## config.mk

```make
export PLATFORM = sky130hd
export DESIGN_NAME = rf_wb_arb
export DESIGN_NICKNAME = d
export VERILOG_FILES = /design/src/rtl/rf_wb_arb.sv
export SDC_FILE = /design/constraint.sdc
export NUM_CORES = 1
export LEC_CHECK = 0
export BUFFER_PORTS_ARGS = -buffer_cell sky130_fd_sc_hd__buf_2
export CORE_UTILIZATION = 25
export CTS_CLUSTER_DIAMETER = 100
export CTS_CLUSTER_SIZE = 24
export DETAILED_ROUTE_END_ITERATION = 10
export PLACE_DENSITY = 0.5
export REMOVE_ABC_BUFFERS = 1
export SLEW_MARGIN = 10
export SYNTH_ARGS = -nofsm -noshare
export SYNTH_HDL_FRONTEND = slang
export SYNTH_SLANG_ARGS = --single-unit
```

## constraint.sdc

```tcl
create_clock -name clk -period 1.7 [get_ports clk]
set_input_delay 0.425 -clock clk [delete_from_list [all_inputs] [get_ports clk]]
set_output_delay 0.425 -clock clk [all_outputs]
set_load 0.005 [all_outputs]
```

## src/rtl/rf_wb_arb.sv

```systemverilog
// rtl/rf_wb_arb.sv - write-back arbiter and pending-write scoreboard for the register file
// Optional RF_WB_STATS_EN adds wr_count/conf_count statistics outputs.
module rf_wb_arb #(
  parameter int NREG = 16,
  parameter int DW   = 16,
  localparam int IW  = $clog2(NREG)
) (
  input  logic            clk,
  input  logic            rst,
  input  logic            a_valid,
  input  logic [IW-1:0]   a_rd,
  input  logic [DW-1:0]   a_data,
  output logic            a_ready,
  input  logic            b_valid,
  input  logic [IW-1:0]   b_rd,
  input  logic [DW-1:0]   b_data,
  output logic            b_ready,
  input  logic            iss_valid,
  input  logic [IW-1:0]   iss_rd,
  output logic            we,
  output logic [IW-1:0]   Rd,
  output logic [DW-1:0]   writeData,
  output logic [NREG-1:0] pend
`ifdef RF_WB_STATS_EN
  ,
  output logic [15:0]     wr_count,
  output logic [15:0]     conf_count
`endif
);

  localparam logic GRANT_A = 1'b0;
  localparam logic GRANT_B = 1'b1;

  logic            last_grant;
  logic            conflict;
  logic            grant_a;
  logic            grant_b;
  logic            xfer;
  logic [IW-1:0]   sel_rd;
  logic [DW-1:0]   sel_data;
  logic            sel_live;
  logic [NREG-1:0] pend_nxt;

  // On conflict the source that did not win last time gets the port.
  always_comb begin
    conflict = a_valid && b_valid;
    grant_a  = 1'b0;
    grant_b  = 1'b0;
    if (!rst) begin
      grant_a = a_valid && (!b_valid || (last_grant == GRANT_B));
      grant_b = b_valid && (!a_valid || (last_grant == GRANT_A));
    end
  end

  assign a_ready = grant_a;
  assign b_ready = grant_b;
  assign xfer    = grant_a || grant_b;

  always_comb begin
    sel_rd   = grant_a ? a_rd   : b_rd;
    sel_data = grant_a ? a_data : b_data;
    sel_live = xfer && (sel_rd != '0);
  end

  // Issue sets after the transfer clear so a new producer keeps the bit pending.
  always_comb begin
    pend_nxt = pend;
    if (xfer)
      pend_nxt[sel_rd] = 1'b0;
    if (iss_valid)
      pend_nxt[iss_rd] = 1'b1;
    pend_nxt[0] = 1'b0;
  end

  always_ff @(posedge clk) begin
    if (rst) begin
      last_grant <= GRANT_B;
      we         <= 1'b0;
      Rd         <= '0;
      writeData  <= '0;
      pend       <= '0;
    end else begin
      if (conflict)
        last_grant <= grant_a ? GRANT_A : GRANT_B;
      we   <= sel_live;
      pend <= pend_nxt;
      if (sel_live) begin
        Rd        <= sel_rd;
        writeData <= sel_data;
      end
    end
  end

`ifdef RF_WB_STATS_EN
  always_ff @(posedge clk) begin
    if (rst) begin
      wr_count   <= '0;
      conf_count <= '0;
    end else begin
      if (we)
        wr_count <= wr_count + 16'd1;
      if (conflict)
        conf_count <= conf_count + 16'd1;
    end
  end
`endif

endmodule

```

======== Yosys cells after proc, flatten, opt, wreduce, memory -nomap -nowiden ========
Cells that the tools add are included.
word-level totals
  memories kept ........................... 0
  logic and storage cells ................. 37
  memory bits (read-only) ................. 0
  bits in registers ....................... 38
  bits in latches ......................... 0
  bits in writable memories ............... 0
cells by class
  div/mod/pow operators ................... 0
  multiplexer cells ....................... 11
  multipliers ............................. 0
  bitwise operators ....................... 4
  add/subtract/negate cells ............... 0
  reduce and logical (&&, ||, !) cells .... 12
  order comparisons ....................... 4
  eq/ne operators ......................... 0
  shifts and indexed selects .............. 0
operators with widths
  operator              number
  $mux W16              3
  $and A16 B16 Y16      1
  $not A16 Y16          1
  $or A16 B16 Y16       1
  $lt A4 B5 Y1 const B  2
  $demux W1 S4          2
  $ge A4 B1 Y1 const B  2
  $logic_and A1 B1 Y1   6
  $mux W1               5
  $mux W4               1
  $reduce_bool A4 Y1    1
  $logic_or A1 B1 Y1    3
  $logic_not A1 Y1      2
  $not A1 Y1            1

======== Longest topological paths before layout ========
Gate-level depths: netlist of run 1.
  depth after elaboration ................. 14
  gate-level depth with buffers ........... 7
  mapped depth without buffers ............ 5

======== Worst setup path after synthesis of run 1 ========
No wires, ideal clock.
  path type ............................... input to register
  from .................................... input port b_rd[1]
  to ...................................... register writeData[10]
  buffers on the path ..................... 3
  stages on the path ...................... 7
  data arrival time ....................... 1,591 ps
  library setup time ...................... 120 ps
  slack ................................... -12 ps
  data required time ...................... 1,580 ps
  cell sequence ........................... clkbuf_1 nor2_1 o211a_1 or3_1 buf_6 buf_12 mux2i_1
between the ends
  cells in the longest elaborated chain, start to end .. 3
ends and longest elaborated chain
  element                 line  text
  start: declaration      15    input logic [IW-1:0] b_rd,
  $mux W4                 60    sel_rd = grant_a ? a_rd : b_rd;
  $reduce_bool A4 Y1      62    sel_live = xfer && (sel_rd != '0);
  $logic_and A1 B1 Y1     62
  end signal: assignment  89    writeData <= sel_data;
  end: declaration        22    output logic [DW-1:0] writeData,
No other way between the ends.
A chain may end at the register's enable or synchronous reset.

======== Final worst setup path of run 1 ========
  from .................................... register last_grant
  to ...................................... output port a_ready
between the ends
  cells in the longest elaborated chain, start to end .. 3
ends and longest elaborated chain
  element                   line  text
  start: declaration        34    logic last_grant;
  start signal: assignment  84    last_grant <= grant_a ? GRANT_A : GRANT_B;
  $logic_or A1 B1 Y1        50    grant_a = a_valid && (!b_valid || (last_grant == GRANT_B));
  $logic_and A1 B1 Y1       50
  $mux W1                   49    if (!rst) begin
  end: declaration          13    output logic a_ready,
No other way between the ends.

==> flow_summary.toml, run 1 <==
[sta]
post-route-period-util_pct = 93.1
fmax_mhz = 632
min_period_ps = 1580
rsz0062_at_grt = "false"
finalMaxSlewViolations = 0
hold_viol_final = 0
skew_ps = 7.36
setup_viol = 0

[synthesis]
synth_compound_area_share_pct = 17.8
synthArstFlopShare_pct = 0
synth_ff_type = "dfxtp_1"
synth_area_sq_mm = 0.00215
synth-edff-count = 0
yosysWarnings = 0
synthCells = 249
synth_top_area_cell = "dfxtp_1"
synthXorXnorAreaFrac_pct = 0
synth_commonest_cells = "dfxtp_1, mux2i_1, nor2_1"
synth_top_family_by_area = "simple AND/OR/NAND/NOR gates"
ys_ff_latch = 37
synthAdderAreaFrac_pct = 0
synth-seq-area-share_pct = 34.5
avgSynthCellArea_sq_um = 8.62
ys_top_cells_by_area = "dfxtp_1, mux2i_1, nand2b_1"
yosysUniqueCellTypes = 40
post-synth-top-area-fraction_pct = 34.5
synth.most_common_cell = "dfxtp_1"
synth_mux_area_share_pct = 15.4
yosys.area_share.simple_pct = 25.5

[job]
cap_violations = 0

[place]
dp_cells = 450
numPortBuffers = 86
place_hpwl_microns = 4980
place_congestion = 0.829

[critical_path]
crit_chain = "nand2b_4, nand2_2, inv_4, buf_2"
cp-start-kind = "flop"
path_buf_inv = 2
endpoint_kind = "output port"
crit_fanout = 8
cp.arrival_ps = 1160
required_ps = 1270
critical-path-max-stage-delay_ps = 390
cp_slowest_cell = "dfxtp_1"
path_delay_family = "flip-flops"
crit_type = "flop to output port"

[clock_network]
cts_max_level = 2
clk_path_buf_depth = 2
post_cts_buffers = 0
cts-root-buf = "clkbuf_8"
cts_tree = "yes"
path_clk_slew_ps = 90
numCtsBuffers = 5
cts.sinks = 37
ctsHoldBuffers = 0
clock_latency_ps = 300

[floorplan]
design.die.area_sq_mm = 0.00896
dieWidth_microns = 94.7
rows = 33
ios = 88
die_y_microns = 94.7
start_util_pct = 26.0
core_area_sq_mm = 0.00826

[route]
vias = 2237
drtIter0Drc = 80
wl_microns = 6360
ant_nets = 0
post_drt_wl_per_cell_microns = 13.9
vias_per_cell = 4.88
drt_pass1_iterations = 4
drc = 0

[global_routing]
grt_util_all_layers_pct = 14.0
grt_pass1_vias = 2032
grt_max_degree = 21
antenna_found_initial = 0
overflow = 0
grt_pass1_wl_microns = 9700

[outcome]
status = "finished clean"

[final_layout]
num_antenna_cells = 0
drive_gt1_share_pct = 36.3
post-route-util_pct = 35.9
nNetsFinal = 401
finalNonFillerCells = 458
area_delta_synth_final_pct = 38.1

[pwr]
ir_drop_mv = 0.312
pwr_density_cell_mw_per_mm2 = 757
p_leak_nw = 1.42

[min_path]
hold_class = "primary input to flop"
kinds of logic after synthesis:
logic type,after synthesis
other,1
AOI/OAI and AO/OA,52
muxes,33
DFF,37
and+or+nand+nor,99
buffers and inverters,27
layout make-up:
cell class                      instances  area, sq um
Clock inverter                          2         38.8
Tap cell                              105          131
Timing Repair Buffer                  116          681
Clock buffer                            6         72.6
Multi-Input combinational cell        185         1270
Inverter                                7         28.8
Sequential cell                        37          741
Fill cell                             879         5290
per-stage QoR:
stage                     setup WS (ps)  area, sq um  power, mW  setup TNS, ps  hold slack [ps]
after floorplan                   -1020         2030       1.19         -23860              458
after global placement            -82.9         2840       1.45          -1310              460
after detailed placement          -95.2         2840       1.46          -1530              465
after CTS                          17.6         2960       2.27              0              395
after global routing               37.5         2970       2.36              0              393
final                               117         2970       2.24              0              394
metal layers:
layer / vias up / share of wire [%] / routed length, microns / track usage, %
li1: 1119 / - / - / -
met1: 1026 / 48 / 3060 / 18.2
met2: 88 / 43 / 2760 / 22.0
met3: 4 / 8.1 / 512 / 5.39
met4: 0 / 0.46 / 29 / 2.27
met5: - / 0 / 0 / 0
worst register-to-register path: stages (launching register included):
cell	delay, ps
dfxtp_1	390
nor2b_1	80
o211a_1	240
or3_1	370
buf_12	190
mux2i_1	130
power by group:
| part | switching (mW) | total, mW | leakage [nW] | internal (mW) |
|---|---|---|---|---|
| clock network | 0.360 | 0.801 | 0.0554 | 0.441 |
| logic | 0.243 | 0.482 | 1.06 | 0.239 |
| registers | 0.0312 | 0.960 | 0.305 | 0.929 |
flip-flops by register name, indices dropped and copies added (netlist names):
signal,cells
writeData,16
Rd,4
we,1
pend,15
last_grant,1
repair_timing:
| item | 4_1_cts | 5_1_grt |
|---|---|---|
| gates resized for setup | 1 | 2 |
| endpoints found under the hold margin | 0 | 0 |
| setup endpoints to repair | 1 | 1 |
placed cells by master (no fill, tap or decap), types with 2 or more instances in the layout:
| cell | n |
|---|---|
| a211o_1 | 5 |
| a211oi_1 | 13 |
| a21oi_1 | 12 |
| a221oi_1 | 2 |
| a31oi_1 | 2 |
| and2_1 | 2 |
| buf_12 | 2 |
| buf_2 | 86 |
| buf_4 | 28 |
| clkbuf_8 | 5 |
| dfxtp_1 | 37 |
| inv_1 | 6 |
| mux2i_1 | 33 |
| nand2_1 | 5 |
| nand2b_1 | 21 |
| nand3_1 | 2 |
| nand3b_1 | 2 |
| nand4_1 | 11 |
| nand4b_1 | 4 |
| nor2_1 | 25 |
| nor2b_1 | 7 |
| nor3_1 | 13 |
| o2111ai_1 | 2 |
| o211ai_1 | 2 |
| o21ai_0 | 2 |
| o21bai_1 | 2 |
| o31ai_1 | 2 |
| o32ai_1 | 3 |
| o41ai_1 | 3 |
final timing paths:
kind,start,to,slack [ps],depth (start not counted)
setup / recovery,last_grant,a_ready,120,4
hold / removal,a_data[10],writeData[10],390,3
setup reg to reg,last_grant,writeData[9],200,5
hold reg to reg,writeData[0],writeData[0],470,2
Note: power is estimated with default switching activity, not from simulation.
==> run 2, diff against run 1 <==
Settings changed: CORE_ASPECT_RATIO from default to 1.2.
==> flow_summary.toml, run 2 (same netlist as run 1, synthesis figures left out) <==
[clock_network]
ctsHoldBuffers = 0
path_clk_slew_ps = 80
cts.sinks = 37
cts-root-buf = "clkbuf_8"
clock_latency_ps = 290
clk_path_buf_depth = 2
cts_tree = "yes"
cts_max_level = 2
numCtsBuffers = 5

[final_layout]
num_antenna_cells = 0
nNetsFinal = 402
final_common_cell = "buf_2"
max_flop_register = "writeData"
drive_gt1_share_pct = 36.4
finalNonFillerCells = 468
top_regs = "writeData: 16 flops, pend: 15 flops, Rd: 4 flops"
area_delta_synth_final_pct = 38.3
mostFrequentLayoutCells = "buf_2, dfxtp_1, mux2i_1"
nFillCells = 895
fin_area_sq_mm = 0.00297
largest_reg_flops = 16

[global_routing]
grt_pass1_vias = 2134
overflow = 0
grt_max_degree = 20
grt_pass1_wl_microns = 10200
grt_util_all_layers_pct = 14.3
antenna_found_initial = 0

[sta]
setup_viol = 0
hold_viol_final = 0
timing.hold.ws_ps = 398
min_period_ps = 1610
rsz0062_at_grt = "false"
skew_ps = 2.60
fmax_mhz = 620
post-route-period-util_pct = 94.9
finalMaxSlewViolations = 0

[floorplan]
design.die.area_sq_mm = 0.00896
ios = 88
dieWidth_microns = 86.6
start_util_pct = 26.0
rows = 36
core_area_sq_mm = 0.00824
die_y_microns = 104

[route]
drc = 0
vias_per_cell = 4.71
post_drt_wl_per_cell_microns = 13.4
wl_microns = 6270
vias = 2206
ant_nets = 0
drt_pass1_iterations = 4
drtIter0Drc = 85

[critical_path]
cp-start-kind = "flop"
endpoint_kind = "output port"
required_ps = 1270
crit_fanout = 7
crit_type = "flop to output port"
cp.arrival_ps = 1190

[place]
placed_cell_area_sq_mm = 0.00285
numPortBuffers = 86
place_hpwl_microns = 4940
place_congestion = 0.776
dp_cells = 460

[pwr]
p_leak_nw = 1.42
pwr_density_cell_mw_per_mm2 = 760
power.total_mw = 2.26
ir_drop_mv = 0.293

[min_path]
hold_class = "primary input to flop"

[job]
cap_violations = 0

[outcome]
status = "finished clean"
-- run 2: cell types whose count changed in the layout (fill, tap and decap cells not counted), sizes merged --
| cell | before | now |
|---|---|---|
| buf | 116 | 117 |
| clkbuf | 6 | 7 |
| inv | 7 | 6 |
-- run 2: power by group --
group	internal (mW)	switching, mW	leakage, nW
logic	0.237	0.239	1.06
registers	0.929	0.0306	0.305
clock network	0.479	0.343	0.0585
-- run 2: routing by layer --
metal | GRT usage (%) | routed length [microns] | up-vias | part of all wire (%)
li1 | - | - | 1127 | -
met1 | 17.0 | 2760 | 985 | 44
met2 | 24.7 | 2970 | 85 | 47
met3 | 4.22 | 467 | 9 | 7.4
met4 | 4.29 | 76 | 0 | 1.2
met5 | 0 | 0 | - | 0
-- run 2: through the flow --
step | TNS [ps] | setup slack [ps] | utilization, %
after floorplan | -23860 | -1020 | -
after global placement | -651 | -45.1 | 34.6
after detailed placement | -748 | -47.6 | 34.6
after CTS | 0 | 37.4 | 36.0
after global routing | 0 | 18.1 | 36.0
final | 0 | 87.4 | 36.0
-- run 2: worst paths after layout --
| kind | from | endpoint | slack [ps] | cells after the start |
|---|---|---|---|---|
| worst max register to register | last_grant | writeData[10] | 160 | 6 |
| worst min register to register | writeData[8] | writeData[8] | 480 | 2 |
| worst min-delay path | a_data[15] | writeData[15] | 400 | 3 |
| worst max-delay path | last_grant | a_ready | 90 | 4 |
-- run 2: worst max-delay path, cell delays in order (launching register included) --
cell      delay (ps)
dfxtp_1          310
nand2b_2         220
nand2_2           90
clkinv_2         120
buf_2            150
-- run 2: layout make-up --
cell class                 instances  area (sq um)  share of cell area, %
clock buffer                       7          86.3                   2.91
tap                              114           143                   4.80
multi-input combinational        185          1270                   42.7
timing repair buffer             117           676                   22.7
sequential                        37           741                   24.9
clock inverter                     1          30.0                   1.01
inverter                           7          27.5                  0.927
-- run 2: timing repair --
action	4_1_cts	5_1_grt
gates resized for setup	1	1
setup endpoints to repair	1	1
buffers inserted	0	0
pin swaps	0	0
hold endpoints to repair	0	0
==> run 3, diff against run 2 <==
Settings changed: PLACE_DENSITY 0.5 to 0.56.
==> flow_summary.toml, run 3 (same netlist as run 1, synthesis figures left out) <==
[outcome]
status = "finished clean"

[critical_path]
critPathMostFrequentCell = "buf_2"
endpoint_kind = "output port"
required_ps = 1270
crit_chain = "buf_2, nor2b_4, buf_4, nand2_2, inv_4, buf_2"
critical-path-max-stage-delay_ps = 170
cp-start-kind = "primary input"
path_buf_inv = 4
path_delay_family = "buffers and inverters"
crit_type = "primary input to output port"
crit_fanout = 9
cp.arrival_ps = 1180
cp_slowest_cell = "nor2b_4"

[final_layout]
mostFrequentLayoutCells = "buf_2, dfxtp_1, mux2i_1"
nFillCells = 862
post-route-util_pct = 36.0
max_flop_register = "writeData"
largest_reg_flops = 16
area_delta_synth_final_pct = 38.1
final_common_cell = "buf_2"
finalNonFillerCells = 461
top_regs = "writeData: 16 flops, pend: 15 flops, Rd: 4 flops"
num_antenna_cells = 0
fin_area_sq_mm = 0.00297
nNetsFinal = 395
drive_gt1_share_pct = 36.0

[clock_network]
path_clk_slew_ps = 80
post_cts_buffers = 0
clock_latency_ps = 290
cts_tree = "yes"
clk_path_buf_depth = 2
ctsHoldBuffers = 0
numCtsBuffers = 5
cts-root-buf = "clkbuf_8"
cts.sinks = 37
cts_max_level = 2

[global_routing]
grt_pass1_vias = 2073
antenna_found_initial = 0
grt_util_all_layers_pct = 13.9
grt_max_degree = 37
overflow = 0
grt_pass1_wl_microns = 10000

[route]
wl_met3_microns = 327
drtIter0Drc = 140
wl_met2_microns = 2830
vias = 2166
route.layer.met1.wl_microns = 2830
wl_microns = 6040
drt_pass1_iterations = 4
vias_per_cell = 4.70
post_drt_wl_per_cell_microns = 13.1
top_layer = "met4"
drc = 0
ant_nets = 0

[place]
numPortBuffers = 86
place_hpwl_microns = 4610
dp_cells = 453
placed_cell_area_sq_mm = 0.00281
place_congestion = 0.799

[floorplan]
core_area_sq_mm = 0.00824
design.die.area_sq_mm = 0.00896
ios = 88
dieWidth_microns = 86.6
die_y_microns = 104
start_util_pct = 26.0
rows = 36

[sta]
skew_ps = 7.15
setup_tns_ps = 0
post-route-period-util_pct = 94.5
finalMaxSlewViolations = 0
setup_viol = 0
hold_viol_final = 0
min_period_ps = 1610
fmax_mhz = 623
rsz0062_at_grt = "false"

[pwr]
p_leak_nw = 1.41
pwr_density_cell_mw_per_mm2 = 798
ir_drop_mv = 0.344

[job]
cap_violations = 0

[min_path]
hold_class = "primary input to flop"
## run 3: cell types whose count changed in the layout (fill, tap and decap cells not counted), sizes merged
cell	delta
inv	+2
bufinv	+1
clkinv	-1
clkbuf	-2
buf	-7
## run 3: worst paths after layout
kind	from	to	cells after the start	slack, ps
worst min register to register	Rd[1]	Rd[1]	2	470
worst max register to register	last_grant	pend[6]	5	140
worst max-delay path	rst	a_ready	6	90
worst min-delay path	a_data[1]	writeData[1]	3	400
## run 3: per-layer routing
layer  GRT usage, %  vias up
met5              0        -
met4           3.81        0
met3           3.19        4
met2           22.8       75
met1           18.0      977
li1               -     1110
## run 3: what timing repair did
item | 4_1_cts | 5_1_grt
setup endpoints to repair | 1 | 2
resized for setup | 3 | 4
cloned | 0 | 0
## run 3: through the flow
stage	hold WS [ps]	setup slack [ps]	total power, mW
finish	401	94.0	2.37
global placement	460	-174	1.44
floorplan	458	-1020	1.19
CTS	394	7.41	2.40
global route	406	32.8	2.48
detailed placement	462	-173	1.45
## run 3: final cells by class
type / instances / area, sq um / share of cell area, %
clock inverter: 3 / 68.8 / 2.32
timing repair buffer: 110 / 639 / 21.6
clock buffer: 5 / 68.8 / 2.32
inverter: 7 / 28.8 / 0.970
tap: 114 / 143 / 4.81
multi-input combinational: 185 / 1270 / 43.0
sequential: 37 / 742 / 25.0
## run 3: worst register-to-register path, cell delays in order, from the launching register on
cell and delay, ps:
dfxtp_2 340, nand2b_2 220, buf_4 230, a211o_1 280, a221oi_1 290, nor3_1 80
## run 3: where the power goes
part           total, mW  switching [mW]  leakage (nW)  internal, mW
logic              0.471           0.240          1.03         0.232
clock network      0.935           0.344        0.0687         0.591
registers          0.959          0.0298         0.304         0.929
total               2.37           0.614          1.41          1.75
